`src/rtl/stopwatch_game_ctrl.sv`:
```
// Stopwatch reaction game: runs a 0..CNT_LIM-1 counter, freezes it on a button
// press and judges the frozen LED position against the enable switches.
module stopwatch_game_ctrl #(
  parameter int LED_NUM  = 10,
  parameter int CNT_LIM  = 100,
  parameter int TICK_DIV = 500000,
  parameter int SCORE_W  = 8
) (
  input  logic                       clk_i,
  input  logic                       rst_n_i,
  input  logic                       btn_i,
  input  logic [LED_NUM-1:0]         sw_i,
  output logic [$clog2(CNT_LIM):0]   cnt_o,
  output logic                       run_o,
  output logic                       hit_o,
  output logic                       miss_o,
  output logic [SCORE_W-1:0]         score_o
);

  localparam int CNT_W = $clog2(CNT_LIM) + 1;
  localparam int PRE_W = (TICK_DIV > 1) ? $clog2(TICK_DIV) : 1;
  localparam int IDX_W = (LED_NUM > 1) ? $clog2(LED_NUM) : 1;

  typedef enum logic [1:0] {IDLE, RUN, STOP} state_t;

  state_t           state, state_nxt;
  logic [PRE_W-1:0] pre;
  logic             tick;
  logic [CNT_W-1:0] tens;
  logic [CNT_W-1:0] idx_full;
  logic             hit;

  assign tick = (pre == PRE_W'(TICK_DIV - 1));

  // Strip mapping: decade 0 lights LED #0, decade d>0 lights LED #(LED_NUM-d).
  always_comb begin
    tens     = cnt_o / CNT_W'(10);
    idx_full = (tens == '0) ? '0 : CNT_W'(LED_NUM) - tens;
    hit      = sw_i[idx_full[IDX_W-1:0]];
  end

  always_ff @(posedge clk_i or negedge rst_n_i) begin
    if (!rst_n_i) state <= IDLE;
    else          state <= state_nxt;
  end

  // NOTE: every signal assigned in always_comb gets a default first so no latch is inferred.
  always_comb begin
    state_nxt = state;
    case (state)
      IDLE:    if (btn_i) state_nxt = RUN;
      RUN:     if (btn_i) state_nxt = STOP;
      STOP:    if (btn_i) state_nxt = IDLE;
      default: state_nxt = IDLE;
    endcase
  end

  // NOTE: sequential state uses non-blocking assignments so all registers update together.
  always_ff @(posedge clk_i or negedge rst_n_i) begin
    if (!rst_n_i) begin
      pre     <= '0;
      cnt_o   <= '0;
      run_o   <= 1'b0;
      hit_o   <= 1'b0;
      miss_o  <= 1'b0;
      score_o <= '0;
    end else begin
      case (state)
        IDLE: begin
          cnt_o  <= '0;
          hit_o  <= 1'b0;
          miss_o <= 1'b0;
          if (btn_i) begin
            pre   <= '0;
            run_o <= 1'b1;
          end
        end
        RUN: begin
          // The button wins over a coincident tick: the count freezes as shown.
          if (btn_i) begin
            run_o  <= 1'b0;
            hit_o  <= hit;
            miss_o <= !hit;
            if (hit && (score_o != '1)) score_o <= score_o + 1'b1;
          end else if (tick) begin
            pre   <= '0;
            cnt_o <= (cnt_o == CNT_W'(CNT_LIM - 1)) ? '0 : cnt_o + 1'b1;
          end else begin
            pre <= pre + 1'b1;
          end
        end
        STOP: begin
          if (btn_i) begin
            cnt_o  <= '0;
            hit_o  <= 1'b0;
            miss_o <= 1'b0;
          end
        end
        default: ;
      endcase
    end
  end

endmodule

```
`config.mk`:
```
export PLATFORM = sky130hd
export DESIGN_NAME = stopwatch_game_ctrl
export DESIGN_NICKNAME = d
export VERILOG_FILES = /design/src/rtl/stopwatch_game_ctrl.sv
export SDC_FILE = /design/constraint.sdc
export NUM_CORES = 1
export LEC_CHECK = 0
export CAP_MARGIN = 20
export CORE_MARGIN = 1
export CORE_UTILIZATION = 40
export DETAILED_ROUTE_END_ITERATION = 10
export SKIP_LAST_GASP = 1
export SYNTH_ARGS = -nofsm -noshare
export SYNTH_HDL_FRONTEND = slang
export SYNTH_SLANG_ARGS = --single-unit
```
`constraint.sdc`:
```
create_clock -name clk_i -period 7.2 [get_ports clk_i]
set_input_delay 1.44 -clock clk_i [delete_from_list [all_inputs] [get_ports clk_i]]
set_output_delay 1.44 -clock clk_i [all_outputs]
set_load 0.01 [all_outputs]
```
==> results of run 1 <==
==> registers in the layout (all words and copies together), names as in the netlist <==
register / count
score_o: 8
hit_o: 1
miss_o: 1
state: 2
pre: 19
cnt_o: 8
run_o: 1
==> routing by layer <==
metal / global-route usage (%) / share of wire [%] / vias to the layer above / wire length (um)
li1: - / - / 1352 / -
met1: 26.08 / 50 / 1252 / 3411
met2: 29.86 / 46 / 41 / 3176
met3: 3.078 / 2.7 / 8 / 188
met4: 5.132 / 1.0 / 0 / 69
met5: 0 / 0 / - / 0
==> worst max path at each step <==
stage,end,slack [ns],from
floorplan,score_o[1],3.47,cnt_o[3]
global placement,score_o[1],3.00,cnt_o[4]
detailed placement,score_o[1],2.92,cnt_o[4]
CTS,score_o[1],2.91,cnt_o[4]
global route,score_o[1],2.63,cnt_o[4]
finish,score_o[1],2.88,cnt_o[4]
==> stage by stage <==
stage	std cells	hold slack, ns	cell area, sq um	utilization (%)	worst slack (ns)
floorplan	362	0.4751	3015	-	3.469
global placement	474	0.4703	3293	45.40	3.001
detailed placement	474	0.4786	3293	45.40	2.923
CTS	482	0.4949	3387	46.70	2.911
global route	483	0.5166	3395	46.80	2.629
finish	483	0.4871	3395	46.80	2.884
==> where the power goes <==
| part | total (mW) | leakage, nW | switching [mW] | internal [mW] |
|---|---|---|---|---|
| logic | 0.255 | 0.773 | 0.149 | 0.105 |
| registers | 0.304 | 0.543 | 0.0461 | 0.258 |
| clock network | 0.157 | 0.0445 | 0.0792 | 0.0779 |
==> area by class of cell <==
class                      instances  area (sq um)
clock buffer                       7         86.33
clock inverter                     1         7.507
fill                             728          3859
inverter                          13         48.80
multi-input combinational        291          1814
sequential                        40          1001
tap                               99         123.9
timing repair buffer              32         312.8
==> cell families (layout without fill, tap and decap cells) <==
| family | Yosys count | after routing |
|---|---|---|
| and+or+nand+nor | 155 | 155 |
| AOI/OAI and AO/OA | 114 | 114 |
| DFF | 40 | 40 |
| buffers and inverters | 31 | 53 |
| xor gates and xnor gates | 12 | 12 |
| adders and majority gates | 7 | 7 |
| muxes | 3 | 3 |
==> cells in the final DEF, fill, tap and decap left out, types with 3 or more instances in the layout <==
cell and n:
dfrtp_1 40, or2_2 3, nor4_1 4, inv_1 12, and3_2 3, o31ai_1 7, and3_1 14, nand2_1 52
xor2_1 10, o21ai_0 61, a21oi_1 13, nand3_1 15, nor3_1 8, nand4b_1 3, nor2b_1 8, nand2b_1 6
clkbuf_8 6, clkdlybuf4s50_1 30, nor2_1 17, ha_1 7, nand4_1 5
==> worst max-delay path, stage by stage (launching register included) <==
cell and delay, ns:
dfrtp_1 0.90, or3b_1 0.43, a21o_1 0.19, a31o_1 0.20, a32o_2 0.27, nand2_4 0.11, inv_1 0.05, ha_1 0.16
and2b_2 0.21, and2_1 0.16, o21a_2 0.23, o21bai_1 0.17, o41ai_2 0.34, a21oi_4 0.12, nor4_4 0.33, mux2_1 0.35
==> results.py, run 1 <==
metrics = {
    "run_status": {
        "status": "completed",
    },
    "logic_synthesis": {
        "synth_most_common_cell": "o21ai_0",
        "synth_area_leaders": "dfrtp_1 (33%), o21ai_0 (10%), nand2_1 (6.5%)",
        "syn_area_per_cell_sq_um": 8.330,
        "syn-instance-count": 362,
        "ys_types": 73,
        "synth-xor-area-share_pct": 3.485,
        "async_flop_share_pct": 100.0,
        "ys_warn_count": 0,
        "synth-seq-cells": 40,
        "synth_fp_nets": 382,
        "synth_top_family_by_area": "simple AND/OR/NAND/NOR gates",
        "ys.flop_type": "dfrtp_1",
        "synthAdderAreaFrac_pct": 2.905,
        "ys_seq_area_share_pct": 33.20,
        "synth-compound-area-share_pct": 24.61,
        "synthSimpleGateAreaFrac_pct": 28.01,
        "synth_common_cells": "o21ai_0 (61), nand2_1 (52), dfrtp_1 (40)",
        "synth_mux_area_share_pct": 1.162,
        "synth_top_cell_by_area": "dfrtp_1",
        "synth_top_area_share_pct": 33.20,
        "synthesis.area_sq_mm": 0.003015,
        "synth_edf_count": 0,
    },
    "floorplanning": {
        "die_w_um": 88.83,
        "start_util_pct": 41.57,
        "core_area_sq_mm": 0.007253,
        "die_h_um": 88.83,
        "fp-row-count": 31,
        "io-pin-count": 32,
        "die_area_sq_mm": 0.007890,
    },
    "pwr": {
        "ir_drop_mv": 0.1590,
        "powerDensity_mw_per_mm2": 210.9,
        "power_mw": 0.7159,
        "leakage_nw": 1.360,
    },
    "critical_path": {
        "r2r-start": "cnt_o[4]",
        "critical_path_class": "register to register",
        "cp.required_ns": 7.38,
        "timing.reg2reg.setup_slack_ns": 2.88,
        "cp_max_fo": 30,
        "r2r_cells": 15,
        "start_kind": "register",
        "end_kind": "register",
        "crit-reg2reg-capture": "score_o[1]",
        "cp_data_arrival_time_ns": 4.50,
    },
    "job": {
        "drv_cap": 0,
    },
    "clocking": {
        "cts_setup_buffers": 0,
        "cts_buffers": 5,
        "cts_buffer_depth": 2,
        "htreeDepth": 2,
        "path_clk_slew_ns": 0.08,
        "worst_skew_pair.late_latency_ns": 0.29,
        "cts_hold_buf": 0,
        "cts_resized": 0,
        "cts.sinks": 40,
        "cts_tree": "built",
        "ctsRootBufferMaster": "clkbuf_8",
    },
    "route": {
        "vias": 2653,
        "drcViolationCount": 0,
        "first_pass_iters": 4,
        "viasPerCell": 5.493,
        "drtAntennaViolNets": 0,
        "initialDrtViolationCount": 146,
        "wl_mm": 6.845,
        "wl_per_cell_um": 14.17,
    },
    "sta": {
        "fin_crit_sh_pct": 59.94,
        "tightest_slew_ns": 0.9022,
        "skew_ns": 0.009380,
        "final-setup-viol-count": 0,
        "report.final.slew_viol_count": 0,
        "fin_crit_ns": 4.316,
        "hold_viol_final": 0,
        "rsz0062_at_grt": "no",
        "fin_tns_setup_ns": 0,
        "maxSlewHeadroom_pct": 39.85,
        "fmax_mhz": 231.7,
    },
    "grt": {
        "grt_pass1_vias": 2454,
        "antenna_found_initial": 0,
        "grt_max_degree": 41,
        "grt.total_usage_pct": 18.67,
        "grt_pass1_wl_mm": 11.62,
        "overflow": 0,
    },
    "placed_design": {
        "hpwl_mm": 4.760,
        "port_buffers": 31,
        "routabilityCongestion": 0.9165,
    },
    "final_layout": {
        "area_growth_pct": 12.57,
        "drive_above_1_share_pct": 9.115,
        "nNetsFinal": 403,
        "insertedDiodeCount": 0,
    },
    "worst_hold_path": {
        "hold_end": "score_o[5]",
        "hold_path.class": "register to register",
        "hp-start": "score_o[5]",
        "hold_path_depth": 1,
    },
}
No activity file was read; power rests on OpenSTA's default activity.
==> run 2: changes to the inputs <==
- clock period: 7.2 -> 3.9 ns (I/O delays scaled with it)
==> run 2 against run 1 <==
Worst setup slack got worse by 2.8 ns; clock skew fell by 0.0026 ns; largest power group unchanged; routed wire length rose by 9.9%.
==> results.py, run 2 (synthesis gave the netlist of run 1 again) <==
metrics = {
    "placed_design": {
        "place_inst": 487,
        "routabilityCongestion": 0.8490,
        "dpl_worst_slack_ns": 0.04578,
        "place_area_sq_mm": 0.003403,
        "hpwl_mm": 5.277,
        "port_buffers": 31,
    },
    "critical_path": {
        "timing.reg2reg.setup_slack_ns": 0.13,
        "path_cells": "or3b_4 > a21o_1 > a31o_1 > a32o_2 > nand2_4 > inv_1 > ha_1 > and2b_2 > and2_4 > o21a_2 > o21bai_1 > o41ai_2 > a21oi_4 > nor4_4 > mux2_4",
        "start_kind": "register",
        "path_depth": 15,
        "critical_path_class": "register to register",
        "crit-reg2reg-capture": "score_o[1]",
        "r2r-start": "cnt_o[3]",
        "cp_max_fo": 8,
        "startpoint": "cnt_o[3]",
        "cpMaxStageDelayCell": "o41ai_2",
        "r2r_cells": 15,
        "crit_path_end": "score_o[1]",
        "slowest_delay_ns": 0.46,
        "end_kind": "register",
        "crit_family": "compound AO/OA/AOI/OAI gates",
        "cp_num_buf_inv": 1,
        "cp.required_ns": 4.09,
        "cp_data_arrival_time_ns": 3.96,
    },
    "final_layout": {
        "design_area_sq_mm": 0.003592,
        "largest_register_ffs": 19,
        "nNetsFinal": 420,
        "final_common_cell": "o21ai_0",
        "utilization_pct": 49.53,
        "top_regs": "pre: 19 flops, cnt_o: 8 flops, score_o: 8 flops",
        "drive_above_1_share_pct": 15.96,
        "insertedDiodeCount": 0,
        "area_growth_pct": 19.13,
        "final_cell_mix": "o21ai_0 (60), nand2_1 (52), dfrtp_1 (39)",
        "stdcell_count": 500,
        "top_register": "pre",
    },
    "sta": {
        "skew_ns": 0.006789,
        "hold_viol_final": 0,
        "fmax_mhz": 265.5,
        "whs_ns": 0.4996,
        "fin_tns_setup_ns": 0,
        "fin_crit_sh_pct": 96.58,
        "maxSlewHeadroom_pct": 33.99,
        "finalWorstSetupSlack_ns": 0.1334,
        "fin_crit_ns": 3.767,
        "report.final.slew_viol_count": 0,
        "final-setup-viol-count": 0,
        "tightest_slew_ns": 0.9865,
    },
    "pwr": {
        "powerDensity_mw_per_mm2": 379.7,
        "power_mw": 1.364,
        "ir_drop_mv": 0.2827,
        "leakage_nw": 1.466,
    },
    "route": {
        "initialDrtViolationCount": 148,
        "drtAntennaViolNets": 0,
        "wl_mm": 7.520,
        "first_pass_iters": 5,
        "vias": 2818,
        "viasPerCell": 5.636,
        "wl_per_cell_um": 15.04,
        "drcViolationCount": 0,
    },
    "floorplanning": {
        "die_area_sq_mm": 0.007890,
        "start_util_pct": 41.57,
        "fp-row-count": 31,
        "die_h_um": 88.83,
        "io-pin-count": 32,
        "die_w_um": 88.83,
        "core_area_sq_mm": 0.007253,
    },
    "grt": {
        "overflow": 0,
        "grt.total_usage_pct": 20.29,
        "antenna_found_initial": 0,
        "grt_max_degree": 41,
        "grt_pass1_vias": 2579,
        "grt_pass1_wl_mm": 12.54,
    },
    "clocking": {
        "worst_skew_pair.late_latency_ns": 0.30,
        "htreeDepth": 2,
        "path_clk_slew_ns": 0.09,
        "cts_hold_buf": 0,
        "cts_buffer_depth": 2,
        "ctsRootBufferMaster": "clkbuf_8",
        "cts.sinks": 40,
        "cts_buffers": 5,
        "cts_tree": "built",
    },
    "run_status": {
        "status": "completed",
    },
    "job": {
        "drv_cap": 0,
    },
    "worst_hold_path": {
        "hold_path_depth": 1,
        "hold_path.class": "register to register",
    },
}
==> run 2: cell types whose count changed in the layout (fill, tap and decap cells not counted), moves of 2 or more <==
cell	change
buf_4	+16
clkinvlp_4	+2
nor4_1	-2
nor4_2	+2
==> run 2: repair_timing <==
action,CTS,global route
endpoints found under the setup margin,0,9
buffers inserted,0,5
resized for setup,0,13
endpoints found under the hold margin,0,0
==> run 2: final cells by class <==
cell class | count | area [sq um]
Timing Repair Buffer | 49 | 452.9
Clock buffer | 6 | 82.58
Tap cell | 99 | 123.9
Clock inverter | 2 | 15.01
Multi-Input combinational cell | 291 | 1863
Sequential cell | 40 | 1002
Fill cell | 713 | 3661
Inverter | 13 | 52.55
==> run 2: routing by layer <==
metal  up-vias  GRT usage, %  routed length (um)
li1       1386             -                   -
met1      1361         28.98                3715
met2        67         32.17                3482
met3         4         2.892                 284
met4         0         5.279                  39
met5         -             0                   0
==> run 2: worst min-delay path by stage <==
stage | from | to | slack, ns
after floorplan | rst_n_i | cnt_o[0] | 0.48
after global placement | run_o | run_o | 0.47
after detailed placement | run_o | run_o | 0.48
after CTS | score_o[5] | score_o[5] | 0.50
after global routing | run_o | run_o | 0.52
final | score_o[5] | score_o[5] | 0.50
==> run 2: power by group <==
group / switching, mW / leakage, nW / internal, mW
Sequential: 0.0758 / 0.542 / 0.477
Combinational: 0.299 / 0.880 / 0.208
Clock: 0.160 / 0.0434 / 0.143
Total: 0.535 / 1.47 / 0.829
